===== config.mk =====
export PLATFORM = sky130hd
export DESIGN_NAME = score_display_mux
export DESIGN_NICKNAME = d
export VERILOG_FILES = /design/src/rtl/score_display_mux.sv
export SDC_FILE = /design/constraint.sdc
export NUM_CORES = 1
export LEC_CHECK = 0
export BUFFER_PORTS_ARGS = -buffer_cell sky130_fd_sc_hd__buf_4
export CORE_MARGIN = 2
export CORE_UTILIZATION = 42
export DETAILED_ROUTE_END_ITERATION = 10
export HOLD_SLACK_MARGIN = 0.03
export PLACE_DENSITY = 0.63
export SYNTH_ARGS = -nofsm -noshare
export SYNTH_HDL_FRONTEND = slang
export SYNTH_SLANG_ARGS = --single-unit
export TNS_END_PERCENT = 50

===== constraint.sdc =====
create_clock -name clock_in -period 5.9 [get_ports clock_in]
set_input_delay 0.59 -clock clock_in [delete_from_list [all_inputs] [get_ports clock_in]]
set_output_delay 0.59 -clock clock_in [all_outputs]
set_load 0.02 [all_outputs]

===== src/rtl/score_display_mux.sv =====
// Dinosaur-game score keeper: 4-digit saturating BCD counter scanned onto a
// multiplexed 7-segment display, one digit per synchronised scan_clk rising edge.
module score_display_mux #(
    parameter int SYNC_STAGES   = 2,
    parameter bit BLANK_LEADING = 1'b1,
    parameter bit SEG_ACT_LOW   = 1'b1
) (
    input  logic        clock_in,
    input  logic        reset,
    input  logic        scan_clk,
    input  logic        run,
    input  logic        point,
    input  logic        clear_score,
    output logic [15:0] score_bcd,
    output logic        max_flag,
    output logic [3:0]  an,
    output logic [6:0]  seg
);

    localparam logic [3:0] AN_OFF  = SEG_ACT_LOW ? 4'b1111 : 4'b0000;
    localparam logic [6:0] SEG_OFF = SEG_ACT_LOW ? 7'h7F : 7'h00;
    localparam logic [6:0] SEG_BLANK_LOW = 7'b1111111;

    logic [SYNC_STAGES-1:0] sync_q;
    logic                   prev_q;
    logic                   tick;
    logic [1:0]             idx;
    logic [1:0]             idx_next;
    logic [15:0]            score_next;
    logic                   carry;
    logic [3:0]             digit_sel;
    logic                   blank;
    logic [6:0]             seg_low_next;
    logic [3:0]             an_low_next;

    // Active-low pattern {g,f,e,d,c,b,a}; anything outside 0..9 is dark.
    function automatic logic [6:0] decode_low(input logic [3:0] nib);
        case (nib)
            4'd0:    decode_low = 7'b1000000;
            4'd1:    decode_low = 7'b1111001;
            4'd2:    decode_low = 7'b0100100;
            4'd3:    decode_low = 7'b0110000;
            4'd4:    decode_low = 7'b0011001;
            4'd5:    decode_low = 7'b0010010;
            4'd6:    decode_low = 7'b0000010;
            4'd7:    decode_low = 7'b1111000;
            4'd8:    decode_low = 7'b0000000;
            4'd9:    decode_low = 7'b0010000;
            default: decode_low = SEG_BLANK_LOW;
        endcase
    endfunction

    assign tick = sync_q[SYNC_STAGES-1] & ~prev_q;

    // NOTE: every register here uses non-blocking assignment so all flops sample pre-edge values.
    always_ff @(posedge clock_in or posedge reset) begin
        if (reset) begin
            sync_q <= '0;
            prev_q <= 1'b0;
        end else begin
            sync_q <= {sync_q[SYNC_STAGES-2:0], scan_clk};
            prev_q <= sync_q[SYNC_STAGES-1];
        end
    end

    // NOTE: each always_comb output gets a default first so no path can infer a latch.
    always_comb begin
        score_next = score_bcd;
        carry      = 1'b0;
        if (clear_score) begin
            score_next = '0;
        end else if (point && run && !max_flag) begin
            carry = 1'b1;
            for (int k = 0; k < 4; k++) begin
                if (carry) begin
                    if (score_bcd[4*k +: 4] == 4'd9) begin
                        score_next[4*k +: 4] = 4'd0;
                    end else begin
                        score_next[4*k +: 4] = score_bcd[4*k +: 4] + 4'd1;
                        carry                = 1'b0;
                    end
                end
            end
        end
    end

    always_ff @(posedge clock_in or posedge reset) begin
        if (reset) begin
            score_bcd <= '0;
            max_flag  <= 1'b0;
        end else begin
            score_bcd <= score_next;
            max_flag  <= (score_next == 16'h9999);
        end
    end

    // The display registers load the decode of the index being advanced to.
    assign idx_next  = idx + 2'd1;
    assign digit_sel = score_bcd[{idx_next, 2'b00} +: 4];

    always_comb begin
        blank = 1'b0;
        if (BLANK_LEADING) begin
            case (idx_next)
                2'd1:    blank = (score_bcd[15:4] == 12'h000);
                2'd2:    blank = (score_bcd[15:8] == 8'h00);
                2'd3:    blank = (score_bcd[15:12] == 4'h0);
                default: blank = 1'b0;
            endcase
        end
        seg_low_next = blank ? SEG_BLANK_LOW : decode_low(digit_sel);
        an_low_next  = ~(4'b0001 << idx_next);
    end

    always_ff @(posedge clock_in or posedge reset) begin
        if (reset) begin
            idx <= 2'd0;
            an  <= AN_OFF;
            seg <= SEG_OFF;
        end else if (tick) begin
            idx <= idx_next;
            an  <= SEG_ACT_LOW ? an_low_next : ~an_low_next;
            seg <= SEG_ACT_LOW ? seg_low_next : ~seg_low_next;
        end
    end

endmodule


== Word level (Yosys, flattened, before mapping) ==
Memories as Yosys holds them, arrays and structs flattened.
Cells that the tools add are included.
Word-level totals
  flip-flop bits (word level): 33
  bits in read-only memories: 112
  input port bits: 6
  output and inout port bits: 28
  word-level logic and storage cells: 54
  memories: 1
Operators by class
  $add $sub $neg: 5
  equality and inequality tests: 8
  shift operators: 2
  muxes and demuxes: 22
  bitwise logic cells: 3
  reduce and logical (&&, ||, !) cells: 6
Memory list
  (no name shown): depth 16, width 7, read ports 1, clocked after Yosys merged registers in 0, wr ports 0, line 38  | case (nib)
Operators with widths (count)
  2-to-1 mux 16 bit: 2
  2-to-1 mux 4 bit: 7
  adder 4 x 1 -> 4 bit, second input constant: 4
  == test 16 bit, second input constant: 1
  == test 4 bit, second input constant: 4
  variable part select 16 x 5 -> 4 bit: 1
  zero test 12 bit: 1
  2-to-1 mux 1 bit: 11
  zero test 8 bit: 1
  2-to-1 mux 7 bit: 1
  == test 2 bit, second input constant: 2
  zero test 4 bit: 1
  inverter 4 bit: 1
  << shifter 1 x 2 -> 4 bit, first input constant: 1
  one-hot mux 1 bit (3 select lines): 1
  adder 2 x 1 -> 2 bit, second input constant: 1
  == test 2 x 1 -> 1 bit, second input constant: 1
  logical AND 1 bit: 2
  bitwise AND 1 bit: 1
  zero test 1 bit: 1
  inverter 1 bit: 1

== Depth between registers and ports, before layout ==
Gate-level depths: netlist of the first run.
  depth after elaboration: 14
  depth in mapped cells: 9
  gate-level depth less buffers: 9

== Worst setup path after synthesis of the first run ==
Ideal clock, no wire load.
  path type: register to register
  start: register idx[0]
  end: register seg[0]
  setup time: 80 ps
  arrival time: 2056 ps
  data required time: 5820 ps
  path slack: 3765 ps
  stages on the path, launching flop included: 7
  path buffers: 0
  clock period less this slack: 2135 ps
  path through: dfrtp_1 inv_1 ha_1 mux4_2 o21ai_1 nand2b_1 o22a_1
On the way
  word-level cells in the longest chain between the ends: 4
  elaborated cells between the ends (all ways): 8
  those cells by class: 1 x add/sub; 3 x eq/ne; 1 x shift; 2 x mux; 1 x memory
Ends and longest elaborated chain
  start: declaration: line 27  | logic [1:0] idx;
  start signal: assignment: line 121  | idx <= idx_next;
  adder 2 x 1 -> 2 bit (*): line 98  | assign idx_next = idx + 2'd1;
  named net idx_next[0]: line 28  | logic [1:0] idx_next;
  variable part select 16 x 5 -> 4 bit (tied with other cells): line 99  | assign digit_sel = score_bcd[{idx_next, 2'b00} +: 4];
  memory read (16 x 7 bit) / one-hot mux 1 bit (3 select lines) (equally long branches)
  2-to-1 mux 7 bit (*): line 111  | seg_low_next = blank ? SEG_BLANK_LOW : decode_low(digit_sel);
  end signal: assignment: line 123  | seg <= SEG_ACT_LOW ? seg_low_next : ~seg_low_next;
  end: declaration: line 17  | output logic [6:0] seg
Mark *: on every way through the listed nets, which the timed path passes. The rest lies on a longest branch.
A chain may end at the register's enable or synchronous reset.

== Worst setup path in the final report of the first run ==
  start: register idx[0]
  end: register seg[6]
Same word-level chain as after synthesis.

==> summary.md, run 1 <==
| Metric | Value |
|---|---|
| Status | finished, final reports clean |
| Hold_sp | sync_q[0]$_DFF_PP0_ |
| Clk Latency, worst-skew pair | 0.29 ns |
| Ys async rst share | 1.00 |
| Max_cap viols | 0 |
| Share of layout cells above drive strength 1 | 0.264 |
| WL met3 | 174 um |
| M1 WL | 2150 um |
| RSZ-0062 raised after global routing | false |
| FP Rows | 26 |
| Most common cell in the netlist | dfrtp_1 |
| Initial DRC Count | 52 |
| Top routing layer in use | met4 |
| Initial Util | 0.427 |
| Final core utilization | 0.502 |
| TritonCTS Buffers | 5 |
| Slew @ Worst Pin | 0.752 ns |
| Post-synthesis sequential area ratio | 0.390 |
| Avg Inst Size Synth | 9.97 um^2 |
| Die height | 75.6 um |
| Initial antenna violation count | 0 |
| CP Capture Type | flop |
| Flop2flop setup slack | 3.59 ns |
| Fill count | 472 |
| Global-route wire length before repair | 7910 um |
| Synth area leader | dfrtp_1 |
| Sw Ratio | 0.336 |
| Critical Path AT | 2.53 ns |
| Clock root cell | clkbuf_8 |
| Gpl congestion | 0.788 |
| Total number of vias | 1,692 |
| Vias per cell | 5.29 |
| Power share of the sequential group | 0.443 |
| Pins Over Slew Limit | 0 |
| Fin. Hold Viols | 0 |
| HP Class | flop to flop |
| Minimum clock period | 2.31 ns |
| Power per cell area | 280 mW/mm^2 |
| Switching pwr | 239 uW |
| Clk pwr share | 0.243 |
| Worst R2R Start | idx[0]$_DFFE_PP0P_ |
| Maximum vdd drop | 0.157 mV |
| Die area | 0.00572 mm^2 |
| Top cell type's share of synthesized area | 0.256 |
| Library cells used by synthesis | 45 |
| Logic pwr share | 0.314 |
| Detail Route Antenna Nets | 0 |
| Relative slew slack | 0.497 |
| Clock tree sinks | 33 |
| Setup Skew | 0.00576 ns |
| Worst Hold Endpoint | sync_q[1]$_DFF_PP0_ |
| Nets@finish | 276 |
| Post-DP HPWL | 3300 um |
| Pleak | 1.11 nW |
| Top Ports | 34 |
| Final setup vio count | 0 |
| Worst R2R Path Depth | 6 |
| Clk pin slew, worst setup/hold paths | 0.08 ns |
| Most common library cells after synthesis | dfrtp_1 (22), ha_1 (21), nand2_1 (19) |
| Int Power | 470 uW |
| Worst r2r dst | seg[6]$_DFFE_PP1P_ |
| Top cells by area, synth | dfrtp_1 (26%), dfstp_2 (13%), ha_1 (12%), mux4_2 (4.2%), nand2_1 (3.3%) |
| Core area | 0.00504 mm^2 |
| Crit-path max FO | 9 |
| Setup Crit Path Kind | flop to flop |
| Final WL | 4540 um |
| GR Overflow Total | 0 |
| DIE WIDTH | 75.6 um |
| Met2 WL | 2180 um |
| Syn Nets | 243 |
| Highest Clock Rate | 0.433 GHz |
| Area delta synth->final | 17.4% |
| Critical Path RT | 6.12 ns |
| Vias in the first global route | 1,583 |
| Post-CTS Setup Inserts | 0 |
| Setup TNS Final | 0 ns |
| Crit share post-route | 0.391 |
| First-pass DRT Iterations | 4 |
| Port Buffers | 33 |
| Post-synth EDFFs | 0 |
| DR WL/cell | 14.2 um |
| Total global-route track usage | 0.182 |
| Hold Buf Count CTS | 0 |
| DRC | 0 |
| CP Launch Type | flop |
| Synthesized area | 0.00215 mm^2 |
| Post-CTS resize count | 0 |
| Mapped Cells | 216 |
| Htree depth | 2 |
| # diodes | 0 |
| Largest net degree at the start of global routing | 34 |
| Synth Flop Type | dfrtp_1 |
| Seq cells post-synth | 33 |
| Hold path cells | 0 |
| CTS max path bufs | 2 |
| Synth warnings | 0 |
| CTS tree | done |
-- worst max path at each step --
stage | start | to | cells after the start
after global placement | idx[0]$_DFFE_PP0P_ | seg[6]$_DFFE_PP1P_ | 6
after detailed placement | idx[0]$_DFFE_PP0P_ | seg[0]$_DFFE_PP1P_ | 6
after CTS | idx[0]$_DFFE_PP0P_ | seg[6]$_DFFE_PP1P_ | 6
final | idx[0]$_DFFE_PP0P_ | seg[6]$_DFFE_PP1P_ | 6
after global routing | idx[0]$_DFFE_PP0P_ | seg[5]$_DFFE_PP1P_ | 6
after floorplan | idx[0]$_DFFE_PP0P_ | seg[0]$_DFFE_PP1P_ | 6
-- worst max-delay path: stages, from the launching register on --
cell	delay, ns
dfrtp_1	0.53
inv_1	0.14
ha_1	0.42
mux4_2	0.62
o21ai_1	0.16
nand2b_1	0.15
o22a_1	0.21
-- cell families (layout without fill, tap and decap cells) --
| group | count (synthesis) | count (layout) | share of synthesized area |
|---|---|---|---|
| xor gates and xnor gates | 4 | 4 | 0.0163 |
| and+or+nand+nor | 84 | 84 | 0.225 |
| buffers and inverters | 22 | 56 | 0.0494 |
| AOI/OAI and AO/OA | 42 | 42 | 0.127 |
| adders and majority gates | 21 | 21 | 0.122 |
| DFF | 33 | 33 | 0.390 |
| muxes | 10 | 10 | 0.0703 |
-- sequential cells by signal, indices dropped and copies added, names as in the netlist --
register / count
max_flag: 1
sync_q: 2
idx: 2
an: 4
seg: 7
score_bcd: 16
prev_q: 1
-- power groups by stage --
stage | clock network (mW) | logic, mW | registers, mW
final | 0.172 | 0.223 | 0.314
after global routing | 0.189 | 0.251 | 0.322
after CTS | 0.177 | 0.226 | 0.315
after detailed placement | 0 | 0.224 | 0.320
after global placement | 0 | 0.221 | 0.319
after floorplan | 0 | 0.116 | 0.354
-- layout make-up --
cell class	count	area (um^2)	share of cell area
Clock buffer	5	68.8	0.0272
Timing Repair Buffer	34	255	0.101
Multi-Input combinational cell	161	1210	0.478
Sequential cell	33	840	0.332
Clock inverter	3	17.5	0.00692
Inverter	14	52.6	0.0208
Tap cell	70	87.6	0.0346
-- routing by layer --
metal | vias to the layer above | global-route usage
met3 | 5 | 0.0357
met5 | - | 0
met2 | 33 | 0.295
li1 | 833 | -
met1 | 821 | 0.255
met4 | 0 | 0.0409
-- through the flow --
step | hold WS [ns] | setup WS (ns) | power (mW) | cell area [um^2] | instances
2_1_floorplan | 0.331 | 3.76 | 0.470 | 2150 | 216
3_3_place_gp | 0.336 | 3.63 | 0.540 | 2440 | 312
3_5_place_dp | 0.337 | 3.59 | 0.543 | 2440 | 312
4_1_cts | 0.354 | 3.57 | 0.718 | 2530 | 320
5_1_grt | 0.371 | 3.40 | 0.761 | 2530 | 320
6_report | 0.351 | 3.59 | 0.709 | 2530 | 320
-- cell usage in the layout (no fill, tap or decap), types with 2 or more instances in the layout --
cell,instances
a21oi_1,11
and2_1,2
and3_2,2
and3b_1,4
buf_4,34
clkbuf_8,5
clkinv_2,2
dfrtp_1,22
dfstp_2,11
ha_1,21
inv_1,14
mux2i_1,5
mux4_2,4
nand2_1,19
nand2b_1,3
nand3_1,7
nand3b_1,3
nand3b_2,2
nand4_1,3
nand4b_1,2
nor2_1,17
nor2b_1,5
nor3_1,6
nor3b_1,2
nor4b_1,2
o2111ai_1,2
o21ai_0,11
o21ai_1,3
o21bai_1,2
o22a_1,7
xnor2_1,2
xor2_1,2
(Power assumes the default switching activity.)
==> inputs of run 2 (changes only) <==
==> constraint.sdc (replaced) <==
create_clock -name clock_in -period 2.3 [get_ports clock_in]
set_input_delay 0.23 -clock clock_in [delete_from_list [all_inputs] [get_ports clock_in]]
set_output_delay 0.23 -clock clock_in [all_outputs]
set_load 0.02 [all_outputs]
==> run 2 against run 1 <==
Against the previous run: hold slack got worse by 0.32 ns; wire length rose by 4.4%; flip-flop and latch count did not move; die area did not move; total power rose to 2.7 times the previous value; critical path type unchanged; setup slack got worse by 3.4 ns; highest routed layer unchanged; fmax rose by 7.0%; design area rose by 4.5%.
==> summary.md, run 2 (same netlist as run 1, synthesis figures left out) <==
| Metric | Value |
|---|---|
| Switching pwr | 604 uW |
| Sw Ratio | 0.320 |
| Crit share post-route | 0.938 |
| Detail Route Antenna Nets | 0 |
| Initial DRC Count | 70 |
| Status | finished, final reports clean |
| Global-route wire length before repair | 7970 um |
| # diodes | 0 |
| Critical Path AT | 2.38 ns |
| Share of layout cells above drive strength 1 | 0.300 |
| Initial Util | 0.427 |
| Setup TNS Final | 0 ns |
| GR Util met3 | 0.0357 |
| Top Ports | 34 |
| GR Overflow Total | 0 |
| Most frequent cells in the layout | buf_4 (47), dfrtp_1 (22), ha_1 (21) |
| Setup Skew | 0.00736 ns |
| Clk pin slew, worst setup/hold paths | 0.07 ns |
| Final WL | 4740 um |
| Power per cell area | 714 mW/mm^2 |
| HP Class | primary input to async pin |
| DRC | 0 |
| CTS tree | done |
| RSZ-0062 raised after global routing | false |
| CP Capture Type | flop |
| Gpl congestion | 0.800 |
| Clk Latency, worst-skew pair | 0.29 ns |
| Max reg flops | 16 |
| Vias per cell | 5.22 |
| Htree depth | 2 |
| Setup Crit Path Kind | flop to flop |
| M1 GR Usage | 0.234 |
| Pins Over Slew Limit | 0 |
| Initial antenna violation count | 0 |
| Pre-CTS setup slack | 0.129 ns |
| DIE WIDTH | 75.6 um |
| Die height | 75.6 um |
| TritonCTS Buffers | 5 |
| Max stage delay on crit path | 0.62 ns |
| Crit-path slowest cell | mux4_2 |
| Power share of the sequential group | 0.415 |
| Die area | 0.00572 mm^2 |
| Pleak | 1.19 nW |
| Crit-path max FO | 7 |
| Busiest layer in global routing | met2 |
| Critical Path RT | 2.53 ns |
| Highest Clock Rate | 0.464 GHz |
| Overall Power | 1.89 mW |
| Minimum clock period | 2.16 ns |
| Clock tree sinks | 33 |
| Relative slew slack | 0.468 |
| Max_cap viols | 0 |
| Core area | 0.00504 mm^2 |
| Largest regs | score_bcd (16), seg (7), an (4) |
| Nets@finish | 289 |
| Area delta synth->final | 22.6% |
| Post-DP HPWL | 3530 um |
| Int Power | 1.28 mW |
| Cells along the critical path | inv_1 -> ha_1 -> mux4_2 -> buf_4 -> and2_1 -> nor2_1 -> o22a_1 |
| DR WL/cell | 14.2 um |
| Biggest register | score_bcd |
| Clk pwr share | 0.259 |
| FP Rows | 26 |
| Port Buffers | 33 |
| Final setup vio count | 0 |
| Commonest non-fill, non-tap cell in the layout | buf_4 |
| Global-route met2 utilization | 0.325 |
| Largest net degree at the start of global routing | 34 |
| Total global-route track usage | 0.186 |
| Setup WS post-layout | 0.144 ns |
| Worst R2R Path Depth | 7 |
| Fin. Hold Viols | 0 |
| CTS max path bufs | 2 |
| Maximum vdd drop | 0.288 mV |
| Vias in the first global route | 1,681 |
| Slew @ Worst Pin | 0.797 ns |
| CP Launch Type | flop |
| Clock root cell | clkbuf_8 |
| Logic pwr share | 0.326 |
| Total number of vias | 1,739 |
| First-pass DRT Iterations | 4 |
-- run 2: final cells by class --
| type | count | area (um^2) |
|---|---|---|
| tap | 70 | 87.6 |
| sequential | 33 | 840 |
| clock inverter | 1 | 5.00 |
| timing repair buffer | 47 | 353 |
| clock buffer | 7 | 96.3 |
| fill | 490 | 2400 |
| inverter | 14 | 52.6 |
| multi-input combinational | 161 | 1210 |
-- run 2: per-layer routing --
| layer | up-vias | part of all wire |
|---|---|---|
| met3 | 7 | 0.036 |
| met1 | 845 | 0.46 |
| met2 | 32 | 0.49 |
| met4 | 0 | 0.013 |
| met5 | - | 0 |
| li1 | 855 | - |
-- run 2: critical path, delay by kind of cell (launching register included) --
family                     cells  cell delay, ns
adders and majority gates      1            0.41
muxes                          1            0.62
AOI/OAI and AO/OA              1            0.12
buffers and inverters          2            0.27
and+or+nand+nor                2            0.27
DFF                            1            0.41
-- run 2: power groups by stage --
stage | Sequential (mW) | Combinational [mW] | Clock (mW)
3_5_place_dp | 0.797 | 0.624 | 0
6_report | 0.782 | 0.616 | 0.489
5_1_grt | 0.796 | 0.686 | 0.522
4_1_cts | 0.785 | 0.628 | 0.508
3_3_place_gp | 0.789 | 0.614 | 0
2_1_floorplan | 0.909 | 0.297 | 0
-- run 2: through the flow --
stage                     hold WS [ns]  std cells  utilization  area [um^2]
after floorplan                  0.261        216            -         2150
after global placement           0.335        322        0.500         2520
after detailed placement         0.338        322        0.500         2520
after CTS                       0.0413        330        0.520         2620
after global routing            0.0451        333        0.524         2640
final                           0.0337        333        0.524         2640
-- run 2: path summary, 6_finish.rpt --
| path | startpoint | to | slack [ns] |
|---|---|---|---|
| hold / removal | reset | score_bcd[5]$_DFF_PP0_ | 0.03 |
| hold reg to reg | sync_q[0]$_DFF_PP0_ | sync_q[1]$_DFF_PP0_ | 0.35 |
| min in group clock_in | scan_clk | sync_q[0]$_DFF_PP0_ | 0.05 |
| setup reg to reg | idx[1]$_DFFE_PP0P_ | seg[3]$_DFFE_PP1P_ | 0.14 |
| setup / recovery | idx[1]$_DFFE_PP0P_ | seg[3]$_DFFE_PP1P_ | 0.14 |
| max in group asynchronous | reset | an[0]$_DFFE_PP1P_ | 1.93 |
-- run 2: what timing repair did --
action | in CTS | in global routing
hold buffers | 0 | 0
endpoints found under the setup margin | 0 | 6
setup buffers | 0 | 3
gates resized for setup | 0 | 0
==> inputs of run 3 (changes only) <==
--- a/config.mk
+++ b/config.mk
@@ -6,11 +6,11 @@
 export NUM_CORES = 1
 export LEC_CHECK = 0
 export BUFFER_PORTS_ARGS = -buffer_cell sky130_fd_sc_hd__buf_4
-export CORE_MARGIN = 2
 export CORE_UTILIZATION = 42
 export DETAILED_ROUTE_END_ITERATION = 10
 export HOLD_SLACK_MARGIN = 0.03
 export PLACE_DENSITY = 0.63
+export SKIP_LAST_GASP = 1
 export SYNTH_ARGS = -nofsm -noshare
 export SYNTH_HDL_FRONTEND = slang
 export SYNTH_SLANG_ARGS = --single-unit
==> constraint.sdc (replaced) <==
create_clock -name clock_in -period 2.3 [get_ports clock_in]
set_input_delay 0 -clock clock_in [delete_from_list [all_inputs] [get_ports clock_in]]
set_output_delay 0 -clock clock_in [all_outputs]
set_load 0.02 [all_outputs]
==> run 3 against run 2 <==
Against the previous run: global-route usage up 0.71 points; critical path depth up 1; wire length is 0.36% lower; via count decreased by 0.40%; clock-buffer cell count is 1 higher; clock skew increased by 0.00094 ns; critical endpoint unchanged; largest power group unchanged.
==> summary.md, run 3 (same netlist as run 1, synthesis figures left out) <==
| Metric | Value |
|---|---|
| Max_cap viols | 0 |
| Die area | 0.00542 mm^2 |
| Worst r2r dst | seg[3]$_DFFE_PP1P_ |
| Status | finished, final reports clean |
| DRC | 0 |
| First-pass DRT Iterations | 4 |
| Initial antenna violation count | 0 |
| Fill count | 465 |
| Critical Path AT | 2.36 ns |
| Post-DP HPWL | 3410 um |
| DIE WIDTH | 73.6 um |
| Commonest non-fill, non-tap cell in the layout | buf_4 |
| Port Buffers | 33 |
| Worst R2R Start | idx[1]$_DFFE_PP0P_ |
| Vias per cell | 5.22 |
| Biggest register | score_bcd |
| Nets@finish | 291 |
| CTS max path bufs | 2 |
| Area delta synth->final | 23.1% |
| Largest regs | score_bcd (16), seg (7), an (4) |
| Crit-path max FO | 5 |
| Final WL | 4730 um |
| HP Class | primary input to flop |
| Initial Util | 0.447 |
| Clk pin slew, worst setup/hold paths | 0.07 ns |
| Setup Skew | 0.00830 ns |
| CP Capture Type | flop |
| Vias in the first global route | 1,621 |
| Max reg flops | 16 |
| Critical Path RT | 2.52 ns |
| Reg area | 840 um^2 |
| Pleak | 1.18 nW |
| Core area | 0.00482 mm^2 |
| Initial DRC Count | 90 |
| Crit path capture | seg[3]$_DFFE_PP1P_ |
| Relative slew slack | 0.520 |
| Pre-CTS setup slack | 0.172 ns |
| Power per cell area | 701 mW/mm^2 |
| DR WL/cell | 14.2 um |
| Setup Crit Path Kind | flop to flop |
| Clock tree sinks | 33 |
| TritonCTS Buffers | 5 |
| Final setup vio count | 0 |
| Max stage delay on crit path | 0.39 ns |
| Maximum vdd drop | 0.327 mV |
| CP Launch Type | flop |
| Gpl congestion | 0.779 |
| Crit. Startpoint | idx[1]$_DFFE_PP0P_ |
| Top Ports | 34 |
| Clk Latency, worst-skew pair | 0.28 ns |
| Global-route wire length before repair | 7840 um |
| Largest net degree at the start of global routing | 34 |
| FP Rows | 25 |
| Share of layout cells above drive strength 1 | 0.291 |
| Highest Clock Rate | 0.467 GHz |
| Crit-path slowest cell | dfrtp_1 |
| Htree depth | 2 |
| GR Overflow Total | 0 |
| # diodes | 0 |
| Worst R2R Path Depth | 8 |
| Die height | 73.6 um |
| Pins Over Slew Limit | 0 |
| Crit share post-route | 0.932 |
| Minimum clock period | 2.14 ns |
| Slew @ Worst Pin | 0.718 ns |
| Critical Path Most Common Cell | inv_1 |
| Total global-route track usage | 0.193 |
| Fin. Hold Viols | 0 |
| Detail Route Antenna Nets | 0 |
| CTS tree | done |
| Clock root cell | clkbuf_8 |
| Setup WS post-layout | 0.157 ns |
| Area occupied by multi-input gates | 0.00121 mm^2 |
| Overall Power | 1.86 mW |
| Most frequent cells in the layout | buf_4 (46), dfrtp_1 (22), ha_1 (20) |
| Flop2flop setup slack | 0.16 ns |
| Total number of vias | 1,732 |
| Cells along the critical path | inv_1 -> ha_2 -> mux4_2 -> inv_1 -> ha_1 -> and2_1 -> nor2_1 -> o22a_1 |
| Setup TNS Final | 0 ns |
## run 3: routing by layer
layer,wire [um],vias up,GRT usage
li1,-,860,-
met4,47,0,0.0577
met3,115,4,0.0329
met2,2320,23,0.322
met5,0,-,0
met1,2250,845,0.255
## run 3: final cells by class
class	count	area share
well taps	67	0.0316
multi-input cells	161	0.457
clock buffers	8	0.0340
inverters	14	0.0198
repair buffers	49	0.142
flip-flops and latches	33	0.317
## run 3: worst min path at each step
stage          depth (start not counted)                     end  startpoint
2_1_floorplan                          0     sync_q[0]$_DFF_PP0_    scan_clk
3_3_place_gp                           1     sync_q[0]$_DFF_PP0_    scan_clk
3_5_place_dp                           1     sync_q[0]$_DFF_PP0_    scan_clk
4_1_cts                                4  score_bcd[2]$_DFF_PP0_       point
5_1_grt                                4  score_bcd[2]$_DFF_PP0_       point
6_report                               4  score_bcd[2]$_DFF_PP0_       point
## run 3: what timing repair did
item                                    4_1_cts  5_1_grt
buffers inserted                              0        2
endpoints found under the setup margin        0        4
gates resized for setup                       0        1
hold endpoints to repair                     30        0
hold buffers                                  3        0
## run 3: critical path: cells and delay by family (launching register included)
family	cells	cell delay, ns
AOI/OAI and AO/OA	1	0.14
adders and majority gates	2	0.63
buffers and inverters	2	0.23
DFF	1	0.39
muxes	1	0.38
and+or+nand+nor	2	0.30
## run 3: through the flow
stage,instance area (um^2),hold WS [ns],utilization,std cells
3_3_place_gp,2510,0.109,0.522,319
2_1_floorplan,2150,0.0314,-,216
6_report,2650,0.202,0.551,332
3_5_place_dp,2510,0.111,0.522,319
4_1_cts,2640,0.200,0.547,330
5_1_grt,2650,0.238,0.551,332
## run 3: power by group
group | switching [mW] | internal, mW | leakage, nW
clock network | 0.206 | 0.244 | 0.0455
registers | 0.0599 | 0.727 | 0.411
logic | 0.329 | 0.293 | 0.727
total | 0.595 | 1.26 | 1.18
